==> config.mk <==
export PLATFORM = sky130hd
export DESIGN_NAME = xbar_dbuf
export DESIGN_NICKNAME = d
export VERILOG_FILES = /design/src/rtl/xbar_pkg.sv /design/src/rtl/xbar_cfg_loader.sv /design/src/rtl/xbar_dbuf.sv
export SDC_FILE = /design/constraint.sdc
export NUM_CORES = 1
export LEC_CHECK = 0
export CAP_MARGIN = 0
export CORE_MARGIN = 2
export CORE_UTILIZATION = 25
export CTS_CLUSTER_DIAMETER = 80
export DETAILED_ROUTE_END_ITERATION = 6
export PLACE_DENSITY_LB_ADDON = 0.05
export SLEW_MARGIN = 20
export SYNTH_ARGS = -nofsm -noshare
export SYNTH_HDL_FRONTEND = slang
export SYNTH_HIERARCHICAL = 1
export SYNTH_SLANG_ARGS = --single-unit
==> constraint.sdc <==
create_clock -name clk -period 2.56 [get_ports clk]
set_clock_uncertainty 0.2 [all_clocks]
set_input_delay 0.512 -clock clk [delete_from_list [all_inputs] [get_ports clk]]
set_output_delay 0.512 -clock clk [all_outputs]
set_load 0.03 [all_outputs]
==> src/rtl/xbar_pkg.sv <==
// Shared types and elaboration-time helpers for the double-buffered LUT-input crossbar.
package xbar_pkg;

    typedef enum logic [1:0] {
        IDLE = 2'd0,
        LOAD = 2'd1,
        FULL = 2'd2
    } cfg_state_e;

    function automatic int clog2(input int value);
        int res;
        int v;
        res = 0;
        v   = value - 1;
        while (v > 0) begin
            res++;
            v = v >> 1;
        end
        return res;
    endfunction

    function automatic int calc_tot_w(input int n_out, input int sel_w);
        return n_out * sel_w;
    endfunction

    function automatic int calc_words(input int tot_w, input int cfg_w);
        return (tot_w + cfg_w - 1) / cfg_w;
    endfunction

endpackage

==> src/rtl/xbar_cfg_loader.sv <==
// Select-vector loader: word-by-word fill of a shadow register, atomic commit to active.
module xbar_cfg_loader
    import xbar_pkg::*;
#(
    parameter int TOT_W = 140,
    parameter int CFG_W = 32
) (
    input  logic             clk,
    input  logic             reset,
    input  logic [CFG_W-1:0] cfg_data,
    input  logic             cfg_valid,
    output logic             cfg_ready,
    input  logic             cfg_commit,
    input  logic             cfg_clear,
    output logic             cfg_full,
    output logic             cfg_err,
    output logic [TOT_W-1:0] active,
    output cfg_state_e       dbg_state
);

    localparam int WORDS = calc_words(TOT_W, CFG_W);
    localparam int CNT_W = clog2(WORDS + 1);
    localparam logic [CNT_W-1:0] LAST_IDX = CNT_W'(WORDS - 1);

    cfg_state_e       state, state_nxt;
    logic [CNT_W-1:0] cnt, cnt_nxt;
    logic [TOT_W-1:0] shadow, shadow_nxt;
    logic             err_nxt;
    logic             do_commit;
    logic             accept;

    // Handshake: a word moves on any edge where cfg_valid && cfg_ready; cfg_ready
    // depends only on state, never on cfg_valid. Clear drops a word offered alongside it.
    assign cfg_ready = (state != FULL);
    assign cfg_full  = (state == FULL);
    assign accept    = cfg_valid && cfg_ready && !cfg_clear;
    assign dbg_state = state;

    always_comb begin
        state_nxt = state;
        cnt_nxt   = cnt;
        err_nxt   = 1'b0;
        do_commit = 1'b0;
        if (cfg_clear) begin
            state_nxt = IDLE;
            cnt_nxt   = '0;
        end else begin
            case (state)
                IDLE: begin
                    err_nxt = cfg_commit;
                    if (accept) begin
                        cnt_nxt   = CNT_W'(1);
                        state_nxt = (WORDS == 1) ? FULL : LOAD;
                    end
                end
                LOAD: begin
                    err_nxt = cfg_commit;
                    if (accept) begin
                        cnt_nxt = cnt + 1'b1;
                        if (cnt == LAST_IDX) state_nxt = FULL;
                    end
                end
                FULL: begin
                    if (cfg_commit) begin
                        do_commit = 1'b1;
                        cnt_nxt   = '0;
                        state_nxt = IDLE;
                    end
                end
                default: begin
                    state_nxt = IDLE;
                    cnt_nxt   = '0;
                end
            endcase
        end
    end

    // Word cnt lands at shadow[cnt*CFG_W +: CFG_W]; bits past TOT_W in the last word are dropped.
    always_comb begin
        shadow_nxt = shadow;
        if (accept) begin
            for (int j = 0; j < TOT_W; j++) begin
                if (int'(cnt) == j / CFG_W) shadow_nxt[j] = cfg_data[j % CFG_W];
            end
        end
    end

    always_ff @(posedge clk) begin
        if (reset) begin
            state   <= IDLE;
            cnt     <= '0;
            shadow  <= '0;
            active  <= '0;
            cfg_err <= 1'b0;
        end else begin
            state   <= state_nxt;
            cnt     <= cnt_nxt;
            shadow  <= shadow_nxt;
            cfg_err <= err_nxt;
            if (do_commit) active <= shadow;
        end
    end

endmodule

==> src/rtl/xbar_dbuf.sv <==
// LUT-tile input crossbar: each output picks one input by a committed select field,
// optionally registered to break the routing-to-LUT path.
module xbar_dbuf
    import xbar_pkg::*;
#(
    parameter int N_IN    = 24,
    parameter int N_OUT   = 28,
    parameter int SEL_W   = clog2(N_IN),
    parameter int CFG_W   = 32,
    parameter int OUT_REG = 1,
    localparam int TOT_W  = calc_tot_w(N_OUT, SEL_W)
) (
    input  logic             clk,
    input  logic             reset,
    input  logic [N_IN-1:0]  io_xbar_in,
    output logic [N_OUT-1:0] io_xbar_out,
    input  logic [CFG_W-1:0] io_cfg_data,
    input  logic             io_cfg_valid,
    output logic             io_cfg_ready,
    input  logic             io_cfg_commit,
    input  logic             io_cfg_clear,
    output logic             io_cfg_full,
    output logic             io_cfg_err,
    output logic [TOT_W-1:0] io_active_cfg,
    output cfg_state_e       dbg_cfg_state
);

    logic [TOT_W-1:0] active;
    logic [N_OUT-1:0] mux_out;

    xbar_cfg_loader #(
        .TOT_W (TOT_W),
        .CFG_W (CFG_W)
    ) u_loader (
        .clk        (clk),
        .reset      (reset),
        .cfg_data   (io_cfg_data),
        .cfg_valid  (io_cfg_valid),
        .cfg_ready  (io_cfg_ready),
        .cfg_commit (io_cfg_commit),
        .cfg_clear  (io_cfg_clear),
        .cfg_full   (io_cfg_full),
        .cfg_err    (io_cfg_err),
        .active     (active),
        .dbg_state  (dbg_cfg_state)
    );

    assign io_active_cfg = active;

    // Select codes beyond the last input park the output at 0.
    for (genvar g = 0; g < N_OUT; g++) begin : g_sel
        logic [SEL_W-1:0] sel;
        assign sel        = active[g*SEL_W +: SEL_W];
        assign mux_out[g] = (int'(sel) < N_IN) ? io_xbar_in[sel] : 1'b0;
    end

    if (OUT_REG != 0) begin : g_out_reg
        always_ff @(posedge clk) begin
            if (reset) io_xbar_out <= '0;
            else       io_xbar_out <= mux_out;
        end
    end else begin : g_out_comb
        assign io_xbar_out = mux_out;
    end

endmodule

==> results of run 1 <==
## Yosys cell counts, drive strengths merged (6+ instances only)
master	instances	area share, %
nor4	8	0.29
a21oi	142	4.1
or4	14	0.60
mux2i	179	10
mux2	25	1.6
dfxtp	314	36
nor2	47	1.0
mux4	162	21
buf	78	3.3
nor2b	6	0.21
clkbuf	111	2.5
nand2b	175	6.3
nand3	27	0.80
nand4	36	1.5
nand2	287	6.2
nor4b	11	0.55
o211ai	6	0.26
inv	8	0.17
nand4b	17	0.85
## through the flow
stage	hold slack (ns)	instances
floorplan	0.2323	1711
global placement	0.2372	2865
detailed placement	0.2427	2865
CTS	0.1559	2940
global route	0.1693	2940
finish	0.1668	2941
## logic make-up after synthesis
logic type	share of synthesized area, %
fa+ha+maj	0.3579
simple gates	19.21
compound gates	5.683
mux	32.88
flops	35.96
buf+inv	5.912
## final timing paths
kind | start | endpoint | slack [ns] | cells after the start
worst max-delay path | u_loader/active[78]$_SDFFE_PP0P_ | io_active_cfg[78] | 0.03 | 1
worst min-delay path | reset | u_loader/active[121]$_SDFFE_PP0P_ | 0.17 | 2
worst max register to register | u_loader/active[136]$_SDFFE_PP0P_ | io_xbar_out[27]$_SDFF_PP0_ | 0.43 | 3
worst min register to register | u_loader/shadow[49]$_SDFFE_PP0P_ | u_loader/active[49]$_SDFFE_PP0P_ | 0.25 | 2
## layout make-up
cell class                 instances  area (sq um)  area share, %
multi-input combinational       1200         10180          43.72
sequential                       314          6299          27.05
timing repair buffer             412          4167          17.89
clock buffer                      56          1225          5.260
tap                              931          1165          5.002
clock inverter                    19         219.0         0.9402
inverter                           8         30.03         0.1289
antenna                            1         2.502        0.01075
## sequential cells by signal (all words and copies together) (netlist names)
signal	count
u_loader/dbg_state	2
u_loader/shadow	140
io_xbar_out	28
u_loader/cnt	3
u_loader/active	140
u_loader/cfg_err	1
## power by group through the flow
stage | registers, mW | clock network (mW) | logic [mW]
6_report | 4.98 | 6.21 | 1.24
5_1_grt | 4.99 | 6.57 | 1.30
4_1_cts | 4.98 | 6.41 | 1.24
3_5_place_dp | 5.09 | 0 | 1.23
3_3_place_gp | 5.09 | 0 | 1.23
2_1_floorplan | 5.12 | 0 | 0.572
## metal layers
| layer | track usage (%) | up-vias | wire, microns |
|---|---|---|---|
| met4 | 5.165 | 0 | 1468 |
| met1 | 27.88 | 7423 | 33690 |
| li1 | - | 6716 | - |
| met3 | 3.845 | 74 | 4578 |
| met2 | 31.49 | 504 | 33230 |
| met5 | 0 | - | 0 |
==> out/qor.txt, run 1 <==
Gate Count Post-Synth = 1711
TritonCTS clock tree = built
power per cell area = 534.1 nW/um^2
count of input and output buffers = 233
DRT antenna net count = 0
Worst setup EP type = output port
Die Y = 268.4 microns
fin nets = 2043
Initial Util = 25.36%
vias in the first global route = 14680
clock-pin slew on the worst setup and hold paths = 0.06 ns
Worst IR Drop VDD = 0.4230 mV
max-cap viol count = 0
PostCTS Resize Cnt = 44
Worst Path Buf+Inv = 1
final WL = 72970 microns
share of cells above drive strength 1 = 22.50%
Final Setup Violations = 0
sw frac = 25.29%
Final Power = 12.44 mW
Max Slew Vio Count = 0
Tmin final = 2.531 ns
FFs w/ async S/R, synth = 0%
fillers = 7009
cts bufs inserted = 41
fin crit share = 98.87%
commonest non-fill, non-tap cell in the layout = dfxtp_1
core area = 68950 sq um
Critical Path RT = 1.85 ns
Avg Synthesized Cell Area = 10.22 sq um
CTS Root Cell = clkbuf_16
# IOs = 234
First DRT Iteration DRCs = 1121
CP startpoint kind = flop
Area Growth Syn to Fin = 33.22%
via count = 14720
Final Instance Area = 23290 sq um
internal power = 9.292 mW
CP arrival = 1.82 ns
Pleak = 8.617 nW
Top FF cell, synth = dfxtp_1
Die X-Extent = 268.4 microns
largest net degree at the start of global routing = 56
family with the most delay on the worst path = buffers and inverters
Max stage delay on crit path = 0.81 ns
synth warn = 6
Distinct cells, synth = 53
critical path type = flop to output port
Netlist Area Pre-Place = 17480 sq um
# DRC = 0
Highest Clock Rate = 0.3951 GHz
global route overflow = 0
Post-CTS Setup Bufs = 0
worst-path maximum fanout = 5
Seq/Total Area, Yosys = 35.96%
initial antenna violation count = 4
Sink Count = 314
first-pass GRT wire length = 104600 microns
Seq cells post-synth = 314
Hold WC Path Type = input port to flop
Tot GR Track Use = 19.94%
Seq pwr share = 40.1%
commonest non-fill, non-tap cells in the layout = dfxtp_1, nand2_1, clkdlybuf4s50_1
Gate power share = 10.0%
pre-CTS setup slack = -0.04625 ns
status = finished, final reports clean
clk buf depth = 3
Layout Utilization = 33.78%
FP Rows = 96
syn nets = 1777
Slew headroom = 61.54%
CP max stage cell = clkdlybuf4s50_1
Final WS setup = 0.02896 ns
post-DP HPWL = 50070 microns
Routability Congestion = 0.7636
Via density = 5.004
cell breakdown of the critical path = clkdlybuf4s50_1
setup TNS = 0 ns
die area = 72060 sq um
drt pass-1 iters = 4
Clk pwr share = 49.9%
RSZ-0062 raised after global routing = no
switching pwr = 3.145 mW
H-tree Lvls = 2
Post-CTS Hold Fix Bufs = 0
WL/cell = 24.81 microns
Post-synth EDFFs = 0
hold violation total from the final report = 0
Placed Area = 21860 sq um
Least-Margin Pin Slew = 0.5769 ns
Clk Latency, worst-skew pair = 0.57 ns
Note: power is estimated with default switching activity, not from simulation.
==> run 2, diff against run 1 <==
--- a/config.mk
+++ b/config.mk
@@ -11,6 +11,7 @@
 export CTS_CLUSTER_DIAMETER = 80
 export DETAILED_ROUTE_END_ITERATION = 6
 export PLACE_DENSITY_LB_ADDON = 0.05
+export REMOVE_ABC_BUFFERS = 1
 export SLEW_MARGIN = 20
 export SYNTH_ARGS = -nofsm -noshare
 export SYNTH_HDL_FRONTEND = slang
==> run 2 against run 1 <==
  * Critical endpoint is now io_active_cfg[114]
  * Total power down 6.9%
  * Combinational power is 4% lower
  * Cell count shrank 1.4%
  * Cell area decreased by 2.7%
  * Register-to-register slack better by 0.04 ns
  * Utilization shrank 0.92 points
  * Largest power group unchanged
==> out/qor.txt, run 2 (synthesis results as in run 1) <==
Initial Util = 25.36% (unchanged)
cts bufs inserted = 41 (unchanged)
First DRT Iteration DRCs = 1060 (was 1121)
Area Growth Syn to Fin = 29.60% (was 33.22%)
first-pass GRT wire length = 101200 microns (was 104600 microns)
drt pass-1 iters = 5 (was 4)
post-DP HPWL = 47400 microns (was 50070 microns)
fillers = 7077 (was 7009)
Critical Path RT = 1.85 ns (about the same)
largest net degree at the start of global routing = 62 (was 56)
max-cap viol count = 0 (unchanged)
DRT antenna net count = 0 (unchanged)
Sink Count = 314 (unchanged)
# IOs = 234 (unchanged)
H-tree Lvls = 2 (unchanged)
CP startpoint kind = flop (unchanged)
critical path type = flop to output port (unchanged)
Via density = 5.011 (was 5.004)
WL/cell = 23.84 microns (was 24.81 microns)
initial antenna violation count = 4 (unchanged)
hold slack final = 0.1022 ns (was 0.1668 ns)
TritonCTS clock tree = built (unchanged)
Post-CTS Hold Fix Bufs = 0 (unchanged)
worst hold path depth = 2 (unchanged)
clk buf depth = 3 (unchanged)
Least-Margin Pin Slew = 0.8447 ns (was 0.5769 ns)
commonest non-fill, non-tap cells in the layout = dfxtp_1, nand2_1, mux2i_1 (was dfxtp_1, nand2_1, clkdlybuf4s50_1)
fin nets = 2009 (was 2043)
reg2reg start = u_loader/active[136]$_SDFFE_PP0P_ (unchanged)
Worst Path Buf+Inv = 1 (unchanged)
FP Rows = 96 (unchanged)
Worst Hold Endpoint = u_loader/active[4]$_SDFFE_PP0P_ (was u_loader/active[121]$_SDFFE_PP0P_)
Tmin final = 2.486 ns (was 2.531 ns)
vias in the first global route = 14590 (was 14680)
biggest registers after layout = u_loader/active: 140 flops, u_loader/shadow: 140 flops, io_xbar_out: 28 flops (unchanged)
PostCTS Resize Cnt = 60 (was 44)
Worst IR Drop VDD = 0.3722 mV (was 0.4230 mV)
Min-Delay Startpoint = reset (unchanged)
pre-CTS setup slack = -0.002512 ns (was -0.04625 ns)
worst r2r dst = io_xbar_out[27]$_SDFF_PP0_ (unchanged)
global route overflow = 0 (unchanged)
Worst setup EP type = output port (unchanged)
# DRC = 0 (unchanged)
Inst Count DP = 2831 (was 2865)
Die X-Extent = 268.4 microns (unchanged)
die area = 72060 sq um (unchanged)
Antenna diodes = 0 (was 1)
family with the most delay on the worst path = buffers and inverters (unchanged)
Routability Congestion = 0.7725 (was 0.7636)
Max Slew Vio Count = 0 (unchanged)
Post-CTS Setup Bufs = 0 (unchanged)
FF-to-FF setup slack = 0.47 ns (was 0.43 ns)
Register-to-Register Path Depth = 3 (unchanged)
Highest Clock Rate = 0.4023 GHz (was 0.3951 GHz)
RSZ-0062 raised after global routing = no (unchanged)
Hold WC Path Type = input port to flop (unchanged)
final WL = 69140 microns (was 72970 microns)
via count = 14530 (was 14720)
hold violation total from the final report = 0 (unchanged)
Final Setup Violations = 0 (unchanged)
Slew headroom = 43.68% (was 61.54%)
cell breakdown of the critical path = clkdlybuf4s50_1 (unchanged)
core area = 68950 sq um (unchanged)
worst-path maximum fanout = 6 (was 5)
commonest non-fill, non-tap cell in the layout = dfxtp_1 (unchanged)
Max stage delay on crit path = 0.73 ns (was 0.81 ns)
Clk Latency, worst-skew pair = 0.57 ns (about the same)
Pleak = 8.497 nW (was 8.617 nW)
power per cell area = 511.3 nW/um^2 (was 534.1 nW/um^2)
CP arrival = 1.77 ns (was 1.82 ns)
CTS Root Cell = clkbuf_16 (unchanged)
Tot GR Track Use = 19.11% (was 19.94%)
share of cells above drive strength 1 = 21.58% (was 22.50%)
CP max stage cell = clkdlybuf4s50_1 (unchanged)
clock-pin slew on the worst setup and hold paths = 0.06 ns (about the same)
Die Y = 268.4 microns (unchanged)
Final WS setup = 0.07444 ns (was 0.02896 ns)
fin crit share = 97.09% (was 98.87%)
count of input and output buffers = 233 (unchanged)
non-filler cells, final = 2900 (was 2941)
status = finished, final reports clean (unchanged)
run 2: changes by cell type in the layout (fill, tap and decap cells not counted), moves of 4 or more:
cell / change
dlygate4sd2_1: +14
clkbuf_1: +12
buf_2: +23
clkinv_2: -4
dlymetal6s2s_1: +6
bufinv_16: -4
clkdlybuf4s50_1: -43
buf_4: -32
clkbuf_8: -4
run 2: worst max path at each step:
| stage | start | to | slack (ns) | depth (start not counted) |
|---|---|---|---|---|
| floorplan | u_loader/dbg_state[1]$_SDFFE_PP0P_ | u_loader/active[0]$_SDFFE_PP0P_ | -1.95 | 3 |
| global placement | io_xbar_in[4] | io_xbar_out[6]$_SDFF_PP0_ | -0.02 | 6 |
| detailed placement | io_xbar_in[4] | io_xbar_out[13]$_SDFF_PP0_ | -0.003 | 6 |
| CTS | u_loader/active[119]$_SDFFE_PP0P_ | io_active_cfg[119] | 0.003 | 1 |
| global route | u_loader/active[100]$_SDFFE_PP0P_ | io_active_cfg[100] | 0.007 | 1 |
| finish | u_loader/active[114]$_SDFFE_PP0P_ | io_active_cfg[114] | 0.07 | 1 |
run 2: layout make-up:
type | instances | area [sq um] | area share (%)
Multi-Input combinational cell | 1200 | 10180 | 44.94
Sequential cell | 314 | 6301 | 27.81
Timing Repair Buffer | 378 | 3769 | 16.63
Clock buffer | 62 | 1165 | 5.141
Tap cell | 931 | 1165 | 5.141
Clock inverter | 7 | 45.04 | 0.1988
Inverter | 8 | 30.03 | 0.1325
run 2: layer usage:
| metal | wire, microns | vias to the layer above | track usage, % |
|---|---|---|---|
| li1 | - | 6648 | - |
| met1 | 29610 | 7362 | 24.67 |
| met2 | 33930 | 424 | 32.43 |
| met3 | 3934 | 99 | 3.571 |
| met4 | 1671 | 0 | 5.721 |
| met5 | 0 | - | 0 |
run 2: per-stage QoR:
stage	cell area, sq um	utilization [%]	TNS [ns]	power [mW]
floorplan	16480	-	-274.51	5.536
global placement	21460	31.13	-0.02011	6.279
detailed placement	21460	31.13	-0.002512	6.282
CTS	22630	32.82	0	11.80
global route	22660	32.86	0	12.05
finish	22660	32.86	0	11.59
run 2: worst reg2reg max path, cell delays in order (launching register included):
cell and delay, ns:
dfxtp_1 0.53, mux4_1 0.61, mux2_2 0.30, a311o_1 0.34
run 2: power by group:
part           internal (mW)  total (mW)  switching (mW)
Combinational          0.549        1.19           0.645
Clock                   3.12        5.41            2.29
Sequential              4.95        4.98          0.0351
Total                   8.62        11.6            2.97
==> run 3, diff against run 2 <==
==> constraint.sdc (replaced) <==
create_clock -name clk -period 2.9 [get_ports clk]
set_clock_uncertainty 0.2 [all_clocks]
set_input_delay 0.58 -clock clk [delete_from_list [all_inputs] [get_ports clk]]
set_output_delay 0.58 -clock clk [all_outputs]
set_load 0.03 [all_outputs]
==> run 3 against run 2 <==
  * Sequential power shrank 12%
  * Worst setup slack improved by 0.011 ns
  * Non-clock buffer count down 51
  * First-iteration DRC count shrank 10%
  * Critical path type unchanged
  * Critical endpoint is now io_active_cfg[60]
==> out/qor.txt, run 3 (synthesis results as in run 1) <==
status = finished, final reports clean (unchanged)
H-tree Lvls = 2 (unchanged)
FP Rows = 96 (unchanged)
Die X-Extent = 268.4 microns (unchanged)
reg2reg start = u_loader/active[66]$_SDFFE_PP0P_ (was u_loader/active[136]$_SDFFE_PP0P_)
die area = 72060 sq um (unchanged)
critical path type = flop to output port (unchanged)
clk buf depth = 3 (unchanged)
Max Slew Vio Count = 0 (unchanged)
drt pass-1 iters = 7 (was 5)
RSZ-0062 raised after global routing = no (unchanged)
post-DP HPWL = 44320 microns (was 47400 microns)
Tot GR Track Use = 19.39% (was 19.11%)
Tmin final = 2.814 ns
Post-CTS Setup Bufs = 0 (unchanged)
Via density = 5.072 (was 5.011)
core area = 68950 sq um (unchanged)
vias in the first global route = 14800 (was 14590)
biggest registers after layout = u_loader/active: 140 flops, u_loader/shadow: 140 flops, io_xbar_out: 28 flops (unchanged)
worst-path maximum fanout = 8 (was 6)
Pleak = 7.781 nW (was 8.497 nW)
commonest non-fill, non-tap cells in the layout = dfxtp_1, nand2_1, clkdlybuf4s50_1 (was dfxtp_1, nand2_1, mux2i_1)
Highest Clock Rate = 0.3553 GHz
first-pass GRT wire length = 102400 microns (was 101200 microns)
CP max stage cell = clkdlybuf4s50_1 (unchanged)
Least-Margin Pin Slew = 1.013 ns (was 0.8447 ns)
DRT antenna net count = 0 (unchanged)
Hold WC Path Type = input port to flop (unchanged)
family with the most delay on the worst path = buffers and inverters (unchanged)
# DRC = 0 (unchanged)
Final Setup Violations = 0 (unchanged)
First DRT Iteration DRCs = 950 (was 1060)
CP arrival = 2.03 ns (was 1.77 ns)
Initial Util = 25.36% (unchanged)
Routability Congestion = 0.7511 (was 0.7725)
Worst Path Buf+Inv = 1 (unchanged)
Worst Hold Endpoint = u_loader/active[96]$_SDFFE_PP0P_ (was u_loader/active[4]$_SDFFE_PP0P_)
final WL = 70480 microns (was 69140 microns)
global route overflow = 0 (unchanged)
Layout Utilization = 32.22% (was 32.86%)
worst hold path depth = 2 (unchanged)
cell breakdown of the critical path = clkdlybuf4s50_1 (unchanged)
Inst Count DP = 2780 (was 2831)
Post-CTS Hold Fix Bufs = 0 (unchanged)
CP startpoint kind = flop (unchanged)
largest net degree at the start of global routing = 76 (was 62)
hold violation total from the final report = 0 (unchanged)
WL/cell = 24.71 microns (was 23.84 microns)
fin nets = 1960 (was 2009)
count of input and output buffers = 233 (unchanged)
Worst setup EP type = output port (unchanged)
cts bufs inserted = 43 (was 41)
FF-to-FF setup slack = 0.73 ns (was 0.47 ns)
Worst IR Drop VDD = 0.3257 mV (was 0.3722 mV)
Crit path depth = 1 (unchanged)
Slew headroom = 32.45% (was 43.68%)
commonest non-fill, non-tap cell in the layout = dfxtp_1 (unchanged)
Min-Delay Startpoint = reset (unchanged)
Register-to-Register Path Depth = 4 (was 3)
CTS Root Cell = clkbuf_16 (unchanged)
fin crit share = 97.04%
via count = 14470 (was 14530)
hold slack final = 0.1669 ns (was 0.1022 ns)
Final Power = 10.57 mW (was 11.59 mW)
Sink Count = 314 (unchanged)
share of cells above drive strength 1 = 19.42% (was 21.58%)
Die Y = 268.4 microns (unchanged)
fillers = 7126 (was 7077)
Area Growth Syn to Fin = 27.09% (was 29.60%)
Max stage delay on crit path = 0.78 ns (was 0.73 ns)
non-filler cells, final = 2852 (was 2900)
clock-pin slew on the worst setup and hold paths = 0.05 ns (was 0.06 ns)
# IOs = 234 (unchanged)
TritonCTS clock tree = built (unchanged)
worst r2r dst = io_xbar_out[13]$_SDFF_PP0_ (was io_xbar_out[27]$_SDFF_PP0_)
power per cell area = 475.6 nW/um^2 (was 511.3 nW/um^2)
Clk Latency, worst-skew pair = 0.57 ns (about the same)
Antenna diodes = 0 (unchanged)
max-cap viol count = 0 (unchanged)
initial antenna violation count = 1 (was 4)
Critical Path RT = 2.12 ns (was 1.85 ns)
## run 3: power by group
part | total [mW] | switching, mW | leakage [nW] | internal [mW]
Combinational | 1.02 | 0.582 | 4.57 | 0.433
Sequential | 4.40 | 0.0293 | 2.54 | 4.37
Clock | 5.15 | 2.04 | 0.668 | 3.11
## run 3: cell type report
class | instances | area, sq um | share of cell area (%)
Tap cell | 931 | 1165 | 5.243
Clock buffer | 60 | 1230 | 5.536
Inverter | 8 | 30.03 | 0.1352
Multi-Input combinational cell | 1200 | 10180 | 45.83
Clock inverter | 12 | 120.1 | 0.5406
Sequential cell | 314 | 6287 | 28.30
Timing Repair Buffer | 327 | 3203 | 14.42
## run 3: worst max path at each step
stage	from	endpoint	slack, ns
4_1_cts	u_loader/dbg_state[1]$_SDFFE_PP0P_	io_cfg_full	0.05
5_1_grt	u_loader/dbg_state[1]$_SDFFE_PP0P_	io_cfg_full	0.004
3_3_place_gp	io_xbar_in[4]	io_xbar_out[13]$_SDFF_PP0_	0.27
3_5_place_dp	io_xbar_in[4]	io_xbar_out[16]$_SDFF_PP0_	0.24
2_1_floorplan	u_loader/dbg_state[1]$_SDFFE_PP0P_	u_loader/active[0]$_SDFFE_PP0P_	-1.61
6_report	u_loader/active[60]$_SDFFE_PP0P_	io_active_cfg[60]	0.09
## run 3: what timing repair did
action,in CTS,in global routing
hold endpoints to repair,0,0
setup endpoints to repair,0,1
resized for setup,0,1
## run 3: metrics by stage
step / setup TNS [ns] / cell area, sq um / setup WS [ns]
5_1_grt: 0 / 22220 / 0.004224
3_3_place_gp: 0 / 20870 / 0.2730
6_report: 0 / 22220 / 0.08572
3_5_place_dp: 0 / 20870 / 0.2399
4_1_cts: 0 / 22220 / 0.05482
2_1_floorplan: -224.87 / 16480 / -1.606
## run 3: metal layers
| layer | GRT usage, % | share of wire, % | vias to the layer above |
|---|---|---|---|
| li1 | - | - | 6537 |
| met1 | 24.56 | 42 | 7390 |
| met2 | 33.22 | 49 | 418 |
| met3 | 3.781 | 5.6 | 119 |
| met4 | 6.051 | 2.9 | 2 |
| met5 | 0 | 0.018 | - |
